$ cat src/rtl/data_mem_arbiter.sv
// data_mem_arbiter
// Shares a single-port DataMemory between the CPU load/store path (port 0)
// and the debug/program-loader path (port 1). A request is captured in IDLE,
// arbitrated round-robin, and then driven onto the memory for exactly one
// ACCESS cycle. Read data comes back registered, together with a done pulse.
//
// Ports:
//   CLK, Reset                   clock; asynchronous active-low reset
//   reqN/rwN/addrN/wdataN        requester N inputs (rw: 1 = write)
//   gntN                         one-cycle pulse: request captured
//   doneN                        one-cycle pulse: access complete
//   rdataN                       read data, valid while doneN=1, held otherwise
//   RW/DAddr/Datain              memory controls, non-zero only during ACCESS
//   DataOut                      combinational read data from memory
//   busy                         high while not IDLE
module data_mem_arbiter #(
  parameter int ADDR_W = 32,
  parameter int DATA_W = 32
) (
  input  logic              CLK,
  input  logic              Reset,
  input  logic              req0,
  input  logic              rw0,
  input  logic [ADDR_W-1:0] addr0,
  input  logic [DATA_W-1:0] wdata0,
  output logic              gnt0,
  output logic              done0,
  output logic [DATA_W-1:0] rdata0,
  input  logic              req1,
  input  logic              rw1,
  input  logic [ADDR_W-1:0] addr1,
  input  logic [DATA_W-1:0] wdata1,
  output logic              gnt1,
  output logic              done1,
  output logic [DATA_W-1:0] rdata1,
  output logic              RW,
  output logic [ADDR_W-1:0] DAddr,
  output logic [DATA_W-1:0] Datain,
  input  logic [DATA_W-1:0] DataOut,
  output logic              busy
);

  typedef enum logic {IDLE, ACCESS} state_t;

  state_t              state_q, state_d;
  logic                sel_q, sel_d;
  logic                rw_q, rw_d;
  logic [ADDR_W-1:0]   addr_q, addr_d;
  logic [DATA_W-1:0]   wdata_q, wdata_d;
  logic                last_q, last_d;
  logic                gnt0_q, gnt0_d, gnt1_q, gnt1_d;
  logic                done0_q, done0_d, done1_q, done1_d;
  logic [DATA_W-1:0]   rdata0_q, rdata0_d, rdata1_q, rdata1_d;
  logic                win;

  always_ff @(posedge CLK or negedge Reset) begin
    if (!Reset) begin
      state_q  <= IDLE;
      sel_q    <= 1'b0;
      rw_q     <= 1'b0;
      addr_q   <= '0;
      wdata_q  <= '0;
      last_q   <= 1'b1;
      gnt0_q   <= 1'b0;
      gnt1_q   <= 1'b0;
      done0_q  <= 1'b0;
      done1_q  <= 1'b0;
      rdata0_q <= '0;
      rdata1_q <= '0;
    end else begin
      state_q  <= state_d;
      sel_q    <= sel_d;
      rw_q     <= rw_d;
      addr_q   <= addr_d;
      wdata_q  <= wdata_d;
      last_q   <= last_d;
      gnt0_q   <= gnt0_d;
      gnt1_q   <= gnt1_d;
      done0_q  <= done0_d;
      done1_q  <= done1_d;
      rdata0_q <= rdata0_d;
      rdata1_q <= rdata1_d;
    end
  end

  always_comb begin
    state_d  = state_q;
    sel_d    = sel_q;
    rw_d     = rw_q;
    addr_d   = addr_q;
    wdata_d  = wdata_q;
    last_d   = last_q;
    gnt0_d   = 1'b0;
    gnt1_d   = 1'b0;
    done0_d  = 1'b0;
    done1_d  = 1'b0;
    rdata0_d = rdata0_q;
    rdata1_d = rdata1_q;
    // On a tie the port that did not win last time is chosen.
    win      = (req0 && req1) ? ~last_q : req1;
    case (state_q)
      IDLE: begin
        if (req0 || req1) begin
          sel_d   = win;
          rw_d    = win ? rw1 : rw0;
          addr_d  = win ? addr1 : addr0;
          wdata_d = win ? wdata1 : wdata0;
          last_d  = win;
          gnt0_d  = ~win;
          gnt1_d  = win;
          state_d = ACCESS;
        end
      end
      ACCESS: begin
        state_d = IDLE;
        if (sel_q) begin
          done1_d  = 1'b1;
          rdata1_d = DataOut;
        end else begin
          done0_d  = 1'b1;
          rdata0_d = DataOut;
        end
      end
      default: state_d = IDLE;
    endcase
  end

  // Memory controls decode straight from the state flop so that RW drops
  // as soon as reset is asserted, without waiting for a clock edge.
  assign busy   = (state_q == ACCESS);
  assign RW     = busy & rw_q;
  assign DAddr  = busy ? addr_q : '0;
  assign Datain = busy ? wdata_q : '0;

  assign gnt0   = gnt0_q;
  assign gnt1   = gnt1_q;
  assign done0  = done0_q;
  assign done1  = done1_q;
  assign rdata0 = rdata0_q;
  assign rdata1 = rdata1_q;

endmodule
$ cat config.mk
export PLATFORM = sky130hd
export DESIGN_NAME = data_mem_arbiter
export DESIGN_NICKNAME = d
export VERILOG_FILES = /design/src/rtl/data_mem_arbiter.sv
export SDC_FILE = /design/constraint.sdc
export NUM_CORES = 1
export LEC_CHECK = 0
export CORE_MARGIN = 2
export CORE_UTILIZATION = 41
export CTS_CLUSTER_DIAMETER = 200
export DETAILED_ROUTE_END_ITERATION = 8
export PLACE_DENSITY = 0.93
export SLEW_MARGIN = 0
export SYNTH_ARGS = -nofsm -noshare
export SYNTH_HDL_FRONTEND = slang
export SYNTH_SLANG_ARGS = --single-unit
export TNS_END_PERCENT = 100
$ cat constraint.sdc
create_clock -name CLK -period 1.66 [get_ports CLK]
set_input_delay 0.498 -clock CLK [delete_from_list [all_inputs] [get_ports CLK]]
set_output_delay 0.498 -clock CLK [all_outputs]
set_load 0.005 [all_outputs]
* Word level (Yosys, flattened, before mapping)
Index checks and enable logic that the tools add are counted.
Cells by class: muxes and demuxes 16, bitwise operators 5, reductions and logical operators 5
Operators with widths (number):
- 32-bit 2-to-1 mux | 4
- 1-bit 2-to-1 mux | 11
- 2-bit AND reduction | 3
- 1-bit NOT | 4
- 1-bit case mux with 2 select lines | 1
- 1-bit AND | 1
- 1-bit logical AND | 1
- 1-bit logical OR | 1
Word-level totals: flip-flop bits (word level) 136, bits of input ports 166, output and inout bits 134, word-level logic and storage cells 38

* Depth between registers and ports, before layout
Gate-level depths: netlist (run 1).
depth in word-level cells 5, mapped depth 6, mapped depth without buffers 4

* Worst setup path before layout (run 1)
Ideal clock, no wire load.
path type reg2out, start reg state_q (netlist: busy), end out DAddr[17], arrival 0.983 ns, required time 1.162 ns, setup slack 0.179 ns, cell stages (with the launch flop) 4, buffers on the path 2, cell sequence dfrtp_1 buf_2 clkbuf_1 and2_1
On the way: word-level cells in the longest chain between the ends 1
RTL lines:
- from (decl) | line 45 | state_t state_q, state_d;
- from (signal assigned) | line 71 | state_q <= state_d;
- 32-bit 2-to-1 mux | line 132 | assign DAddr = busy ? addr_q : '0;
- to (decl) | line 37 | output logic [ADDR_W-1:0] DAddr,
Every way passes these cells.

* Worst setup path in the final report (run 1)
start reg state_q (netlist: busy), end out Datain[14]
On the way: word-level cells in the longest chain between the ends 1
RTL lines:
- 32-bit 2-to-1 mux | line 133 | assign Datain = busy ? wdata_q : '0;
- to (decl) | line 38 | output logic [DATA_W-1:0] Datain,
Every way passes these cells.

==> metrics.log, run 1 <==
INFO  metric cts_buffer_depth = 2
INFO  metric critical_path.max_stage_delay = 0.50 ns
INFO  metric grt_pass1_wl = 31.85 mm
INFO  metric floorplan.die_area = 15710 um^2
INFO  metric slew-limit-headroom = 72.43%
INFO  metric pin_count_of_the_biggest_net_entering_global_routing = 50
INFO  metric wire_per_inst = 19.67 um
INFO  metric final.setup_skew = 0.01221 ns
INFO  metric finalSetupViolations = 65
INFO  metric die_width = 125.3 um
INFO  metric worstSetupPathDepth = 3
INFO  metric power.leakage = 0.004547 uW
INFO  metric min_path_type = flop to flop
INFO  metric reg2regPathDepth = 7
INFO  metric ant_nets = 0
INFO  metric synthesis.area = 6036 um^2
INFO  metric placement_rows = 44
INFO  metric hold_depth = 2
INFO  metric timing.final.ws_setup = -0.4910 ns
INFO  metric most_common_cell_after_layout_fill_and_taps_aside = sky130_fd_sc_hd__clkdlybuf4s50_1
INFO  metric timing.fmax = 464.9 MHz
INFO  metric average_via_count_per_standard_cell = 5.394
INFO  metric area.growth.synth_to_final = 61.84%
INFO  metric violations = negative setup slack
INFO  metric cts_tree = done
INFO  metric fin_nets = 1009
INFO  metric cts_made_buffers = 17
INFO  metric number_of_optimization_iterations_in_the_first_detailed_route_pass = 5
INFO  metric synth_seq_cells = 136
INFO  metric antenna_found_initial = 0
INFO  metric final_cell_count_no_fill = 1037
INFO  metric worstHoldStart = wdata_q[13]
INFO  metric critical_path.startpoint = busy
INFO  metric layout_common_cells = sky130_fd_sc_hd__clkdlybuf4s50_1, sky130_fd_sc_hd__dfrtp_1, sky130_fd_sc_hd__dlygate4sd2_1
INFO  metric hpwl = 13.89 mm
INFO  metric status = finished, violations left
INFO  metric final_max_slew_violation_count = 0
INFO  metric unrepaired_setup_endpoints_after_global_routing = true
INFO  metric path_clk_slew = 0.05 ns
INFO  metric cp_num_buf_inv = 2
INFO  metric power.density = 1271 nW/um^2
INFO  metric cts-htree-levels = 4
INFO  metric worstSetupStartpointType = flop
INFO  metric critical_path.slowest_cell = sky130_fd_sc_hd__clkdlybuf4s50_1
INFO  metric placed_cells = 1000
INFO  metric core-area = 14480 um^2
INFO  metric final_layout_size_suffix_gt1_share = 22.27%
INFO  metric floorplan.die.height = 125.3 um
INFO  metric io_buffers = 299
INFO  metric ys_types = 23
INFO  metric cts-root-buf = sky130_fd_sc_hd__clkbuf_16
INFO  metric cts.sinks = 136
INFO  metric max_cap_viol = 0
INFO  metric cpLargestDelayFamily = buffers and inverters
INFO  metric grtUsageTotal = 25.73%
INFO  metric layout_min_cycle_time = 2.151 ns
INFO  metric initial_util = 41.69%
INFO  metric num_vias = 5594
INFO  metric vias_in_the_first_global_route = 5900
INFO  metric critPathKind = flop to output pin
INFO  metric worst_ep_arrival_time = 1.65 ns
INFO  metric syn-mean-instance-area = 11.24 um^2
INFO  metric worstMarginPinSlew = 0.4135 ns
INFO  metric post-route-drc-count = 0
INFO  metric routabilityCongestion = 0.7767
INFO  metric r2r_start = busy
INFO  metric finalHoldViolations = 0
INFO  metric globalRouteOverflowTotal = 0
INFO  metric dp_slack = -0.2930 ns
INFO  metric postSynthCellCount = 537
INFO  metric syn_nets = 703
INFO  metric drt-initial-drc-count = 281
INFO  metric critPathRequiredTime = 1.16 ns
INFO  metric clk_latency = 0.41 ns
INFO  metric insertedDiodeCount = 0
INFO  metric crit_path_end_kind = output pin
INFO  metric synth_seq_area_share = 56.41%
INFO  metric share_of_the_clock_period_used_by_the_worst_path_after_layout = 129.6%
INFO  metric path_cells = buf_12 -> and2_1 -> clkdlybuf4s50_1
INFO  metric ir_drop_worst_vdd = 0.9927 mV
INFO  metric ys_warn_count = 0
INFO  metric routed_wl = 20.40 mm
INFO  metric crit_path_max_fanout = 26
INFO  metric io_pins = 300
-- flip-flops by register name (all words and copies together), names as in the netlist --
name     count
done1        1
rdata0      32
addr_q      32
gnt1         1
sel_q        1
last_q       1
gnt0         1
busy         1
rw_q         1
rdata1      32
done0        1
wdata_q     32
-- tightest hold or removal path, delay by kind of cell, from the launching register on --
| family | cells | cell delay (ns) |
|---|---|---|
| flip-flops | 1 | 0.33 |
| AND/OR/NAND/NOR | 1 | 0.06 |
| AO/OA/AOI/OAI | 1 | 0.06 |
-- cell usage after synthesis --
cell type,count,area share (%)
sky130_fd_sc_hd__mux2_2,64,12
sky130_fd_sc_hd__o21bai_4,1,0.31
sky130_fd_sc_hd__buf_2,24,2.0
sky130_fd_sc_hd__a31oi_1,1,0.10
sky130_fd_sc_hd__nand3_1,47,3.9
sky130_fd_sc_hd__nor2_1,20,1.2
sky130_fd_sc_hd__dfstp_2,1,0.44
sky130_fd_sc_hd__nand2_1,65,4.0
sky130_fd_sc_hd__nor2_4,1,0.19
sky130_fd_sc_hd__a21oi_1,37,3.1
sky130_fd_sc_hd__buf_6,4,0.75
sky130_fd_sc_hd__a21boi_2,1,0.19
sky130_fd_sc_hd__buf_4,10,1.2
sky130_fd_sc_hd__and2_1,65,6.7
sky130_fd_sc_hd__inv_1,1,0.062
sky130_fd_sc_hd__buf_1,1,0.062
sky130_fd_sc_hd__dfrtp_1,135,56
sky130_fd_sc_hd__clkbuf_1,7,0.44
sky130_fd_sc_hd__inv_2,2,0.12
sky130_fd_sc_hd__a21bo_2,1,0.17
sky130_fd_sc_hd__a32oi_1,47,6.8
sky130_fd_sc_hd__nand2_2,1,0.10
sky130_fd_sc_hd__a21o_1,1,0.12
-- where the power goes --
part           switching (uW)  internal (uW)
Sequential                554           4350
Combinational            1720           2400
Clock                    1360           2020
-- per-layer routing --
layer,global-route usage [%],share of wire [%]
met1,29.60,39
met2,45.04,51
met3,9.756,9.1
met4,7.059,1.6
met5,0,0
-- cell families (layout without fill, tap and decap cells) --
kind of cell | count (synthesis) | in the layout | share of synthesized area (%)
flip-flops | 136 | 136 | 56.41
AO/OA/AOI/OAI | 89 | 89 | 10.78
buffers and inverters | 49 | 365 | 4.664
multiplexers | 64 | 64 | 11.94
AND/OR/NAND/NOR | 199 | 199 | 16.21
-- stage by stage --
stage / power (uW) / utilization, % / hold slack (ns) / setup TNS, ns / area, um^2
3_5_place_dp: 9472 / 64.54 / 0.4342 / -18.90 / 9344
5_1_grt: 13050 / 67.46 / 0.5040 / -17.01 / 9768
2_1_floorplan: 6573 / - / 0.2024 / 0 / 6036
6_report: 12410 / 67.46 / 0.4832 / -11.90 / 9768
3_3_place_gp: 9298 / 64.54 / 0.4381 / -15.24 / 9344
4_1_cts: 12430 / 67.53 / 0.4828 / -26.60 / 9777
-- path summary, 6_finish.rpt --
kind	end	slack [ns]
worst max-delay path	Datain[14]	-0.49
worst min-delay path	wdata_q[13]	0.48
worst max register to register	rdata0[17]	0
worst min register to register	wdata_q[13]	0.48
max in group asynchronous	addr_q[27]	0.55
min in group asynchronous	rdata1[6]	0.57
-- area by class of cell --
| type | count | area [um^2] |
|---|---|---|
| well taps | 184 | 230.2 |
| multi-input cells | 352 | 2442 |
| clock buffers | 20 | 436.7 |
| inverters | 3 | 13.76 |
| repair buffers | 333 | 3158 |
| flip-flops and latches | 136 | 3406 |
| fillers | 1075 | 4711 |
| clock inverters | 9 | 81.33 |
-- repair_timing --
item,in CTS,in global routing
setup endpoints to repair,138,98
endpoints found under the hold margin,10,0
gates resized for setup,159,93
pin swaps,1,0
hold buffers,1,0
cloned,2,1
buffers inserted,1,3
Power figures use the tool's default switching activity.
==> run 2: changes to the inputs <==
--- a/config.mk
+++ b/config.mk
@@ -5,10 +5,12 @@
 export SDC_FILE = /design/constraint.sdc
 export NUM_CORES = 1
 export LEC_CHECK = 0
+export ABC_AREA = 0
 export CORE_MARGIN = 2
 export CORE_UTILIZATION = 41
 export CTS_CLUSTER_DIAMETER = 200
 export DETAILED_ROUTE_END_ITERATION = 8
+export MAX_ROUTING_LAYER = met4
 export PLACE_DENSITY = 0.93
 export SLEW_MARGIN = 0
 export SYNTH_ARGS = -nofsm -noshare
==> run 2 against run 1 <==
The flow still finishes with violations (negative setup slack). Sequential share of layout area down 1.1 points. Clock skew barely moved. Die area stayed put. Power rose by 2.1%. Core utilization up 2.2 points. Routed wire length rose by 3.9%. Via count up 2.9%. Combinational power increased by 5.8%. Non-clock buffer count grew 14. Largest power group unchanged. Highest routed layer unchanged.
==> metrics.log, run 2 (synthesis gave the netlist of run 1 again) <==
INFO  metric io_buffers = 299
INFO  metric power.leakage = 0.004741 uW
INFO  metric final_layout_size_suffix_gt1_share = 27.22%
INFO  metric slew-limit-headroom = 71.74%
INFO  metric finalHoldViolations = 0
INFO  metric min_path_type = flop to flop
INFO  metric fin_nets = 1023
INFO  metric placed_cell_area = 9344 um^2
INFO  metric unrepaired_setup_endpoints_after_global_routing = true
INFO  metric routed_wl = 21.19 mm
INFO  metric cts-root-buf = sky130_fd_sc_hd__clkbuf_16
INFO  metric critical_path.slowest_cell = sky130_fd_sc_hd__dfrtp_2
INFO  metric clk_latency = 0.41 ns
INFO  metric final.setup_skew = 0.01189 ns
INFO  metric critical_path.startpoint = busy
INFO  metric antenna_found_initial = 0
INFO  metric final_total_pwr = 12670 uW
INFO  metric globalRouteOverflowTotal = 0
INFO  metric core-area = 14480 um^2
INFO  metric die_width = 125.3 um
INFO  metric power.density = 1255 nW/um^2
INFO  metric timing.final.ws_setup = -0.4092 ns
INFO  metric critical_path.max_stage_delay = 0.43 ns
INFO  metric worstSetupStartpointType = flop
INFO  metric drt-initial-drc-count = 318
INFO  metric worstMarginPinSlew = 0.4239 ns
INFO  metric cts.sinks = 136
INFO  metric wire_per_inst = 20.16 um
INFO  metric io_pins = 300
INFO  metric cts_tree = done
INFO  metric violations = negative setup slack
INFO  metric fin_area = 10090 um^2
INFO  metric post-route-drc-count = 0
INFO  metric hpwl = 13.89 mm
INFO  metric share_of_the_clock_period_used_by_the_worst_path_after_layout = 124.6%
INFO  metric cts_made_buffers = 17
INFO  metric reg2regPathDepth = 8
INFO  metric crit_end = DAddr[13]
INFO  metric ant_nets = 0
INFO  metric status = finished, violations left
INFO  metric layout_min_cycle_time = 2.069 ns
INFO  metric average_via_count_per_standard_cell = 5.477
INFO  metric crit_path_end_kind = output pin
INFO  metric placement_rows = 44
INFO  metric floorplan.die_area = 15710 um^2
INFO  metric r2r_start = busy
INFO  metric most_common_cell_after_layout_fill_and_taps_aside = sky130_fd_sc_hd__clkdlybuf4s50_1
INFO  metric vias_in_the_first_global_route = 5903
INFO  metric initial_util = 41.69%
INFO  metric r2r_end = rdata0[17]
INFO  metric path_cells = buf_6 -> clkbuf_16 -> buf_8 -> buf_6 -> and2_4 -> buf_6
INFO  metric worst_ep_arrival_time = 1.57 ns
INFO  metric number_of_optimization_iterations_in_the_first_detailed_route_pass = 5
INFO  metric num_vias = 5756
INFO  metric cts-htree-levels = 4
INFO  metric routabilityCongestion = 0.7873
INFO  metric path_clk_slew = 0.05 ns
INFO  metric finalSetupViolations = 130
INFO  metric layout_common_cells = sky130_fd_sc_hd__clkdlybuf4s50_1, sky130_fd_sc_hd__dfrtp_1, sky130_fd_sc_hd__dlygate4sd2_1
INFO  metric max_cap_viol = 0
INFO  metric area.growth.synth_to_final = 67.21%
INFO  metric critPathRequiredTime = 1.16 ns
INFO  metric insertedDiodeCount = 0
INFO  metric cts_buffer_depth = 2
INFO  metric timing.fmax = 483.3 MHz
INFO  metric grt_pass1_wl = 31.83 mm
INFO  metric pin_count_of_the_biggest_net_entering_global_routing = 50
INFO  metric worst_path_most_repeated_cell = sky130_fd_sc_hd__buf_6
INFO  metric crit_path_max_fanout = 5
INFO  metric r2r_slack = -0.16 ns
INFO  metric grtUsageTotal = 26.58%
INFO  metric ir_drop_worst_vdd = 0.9258 mV
INFO  metric critPathKind = flop to output pin
INFO  metric floorplan.die.height = 125.3 um
INFO  metric final_max_slew_violation_count = 0
==> run 2: per-stage QoR <==
step | hold WS (ns) | utilization (%) | TNS (ns) | instances | worst slack [ns]
2_1_floorplan | 0.2024 | - | 0 | 537 | 0.1793
3_3_place_gp | 0.4381 | 64.54 | -15.24 | 1000 | -0.2099
3_5_place_dp | 0.4342 | 64.54 | -18.90 | 1000 | -0.2930
4_1_cts | 0.4828 | 67.53 | -26.60 | 1033 | -0.5611
5_1_grt | 0.5073 | 69.70 | -31.68 | 1051 | -0.4665
6_report | 0.4865 | 69.70 | -23.23 | 1051 | -0.4092
==> run 2: worst min-delay path by stage <==
| stage | startpoint | end | slack (ns) | cells after the start |
|---|---|---|---|---|
| 2_1_floorplan | Reset | addr_q[0] | 0.20 | 0 |
| 3_3_place_gp | Reset | rdata0[6] | 0.44 | 1 |
| 3_5_place_dp | Reset | rdata1[6] | 0.43 | 1 |
| 4_1_cts | wdata_q[20] | wdata_q[20] | 0.48 | 2 |
| 5_1_grt | rdata1[25] | rdata1[25] | 0.51 | 1 |
| 6_report | wdata_q[13] | wdata_q[13] | 0.49 | 2 |
==> run 2: layout make-up <==
type	count	area (um^2)
Fill cell	1022	4387
Multi-Input combinational cell	352	2445
Clock buffer	20	436.7
Timing Repair Buffer	347	3482
Clock inverter	9	81.33
Inverter	3	11.26
Sequential cell	136	3406
Tap cell	184	230.2
==> run 2: repair_timing <==
item,in CTS,in global routing
hold buffers,1,0
buffers inserted,1,13
hold endpoints to repair,10,0
pin swaps,1,1
resized for setup,159,161
gates cloned,2,5
setup endpoints to repair,138,98
==> run 2: power by group <==
part	switching, uW	total (uW)	internal, uW
clock	1360	3390	2020
combinational	1770	4360	2580
sequential	573	4920	4350
==> run 2: critical path, delay by kind of cell (launching register included) <==
kind | cells | cell delay [ns]
AND/OR/NAND/NOR | 1 | 0.13
buffers and inverters | 5 | 0.60
flip-flops | 1 | 0.43
==> run 2: per-layer routing <==
| layer | GRT usage [%] | share of wire, % | vias up |
|---|---|---|---|
| met5 | - | 0 | - |
| met4 | 6.863 | 2.1 | 0 |
| met3 | 8.515 | 8.7 | 38 |
| met2 | 45.11 | 51 | 350 |
| met1 | 30.64 | 39 | 2835 |
| li1 | - | - | 2533 |
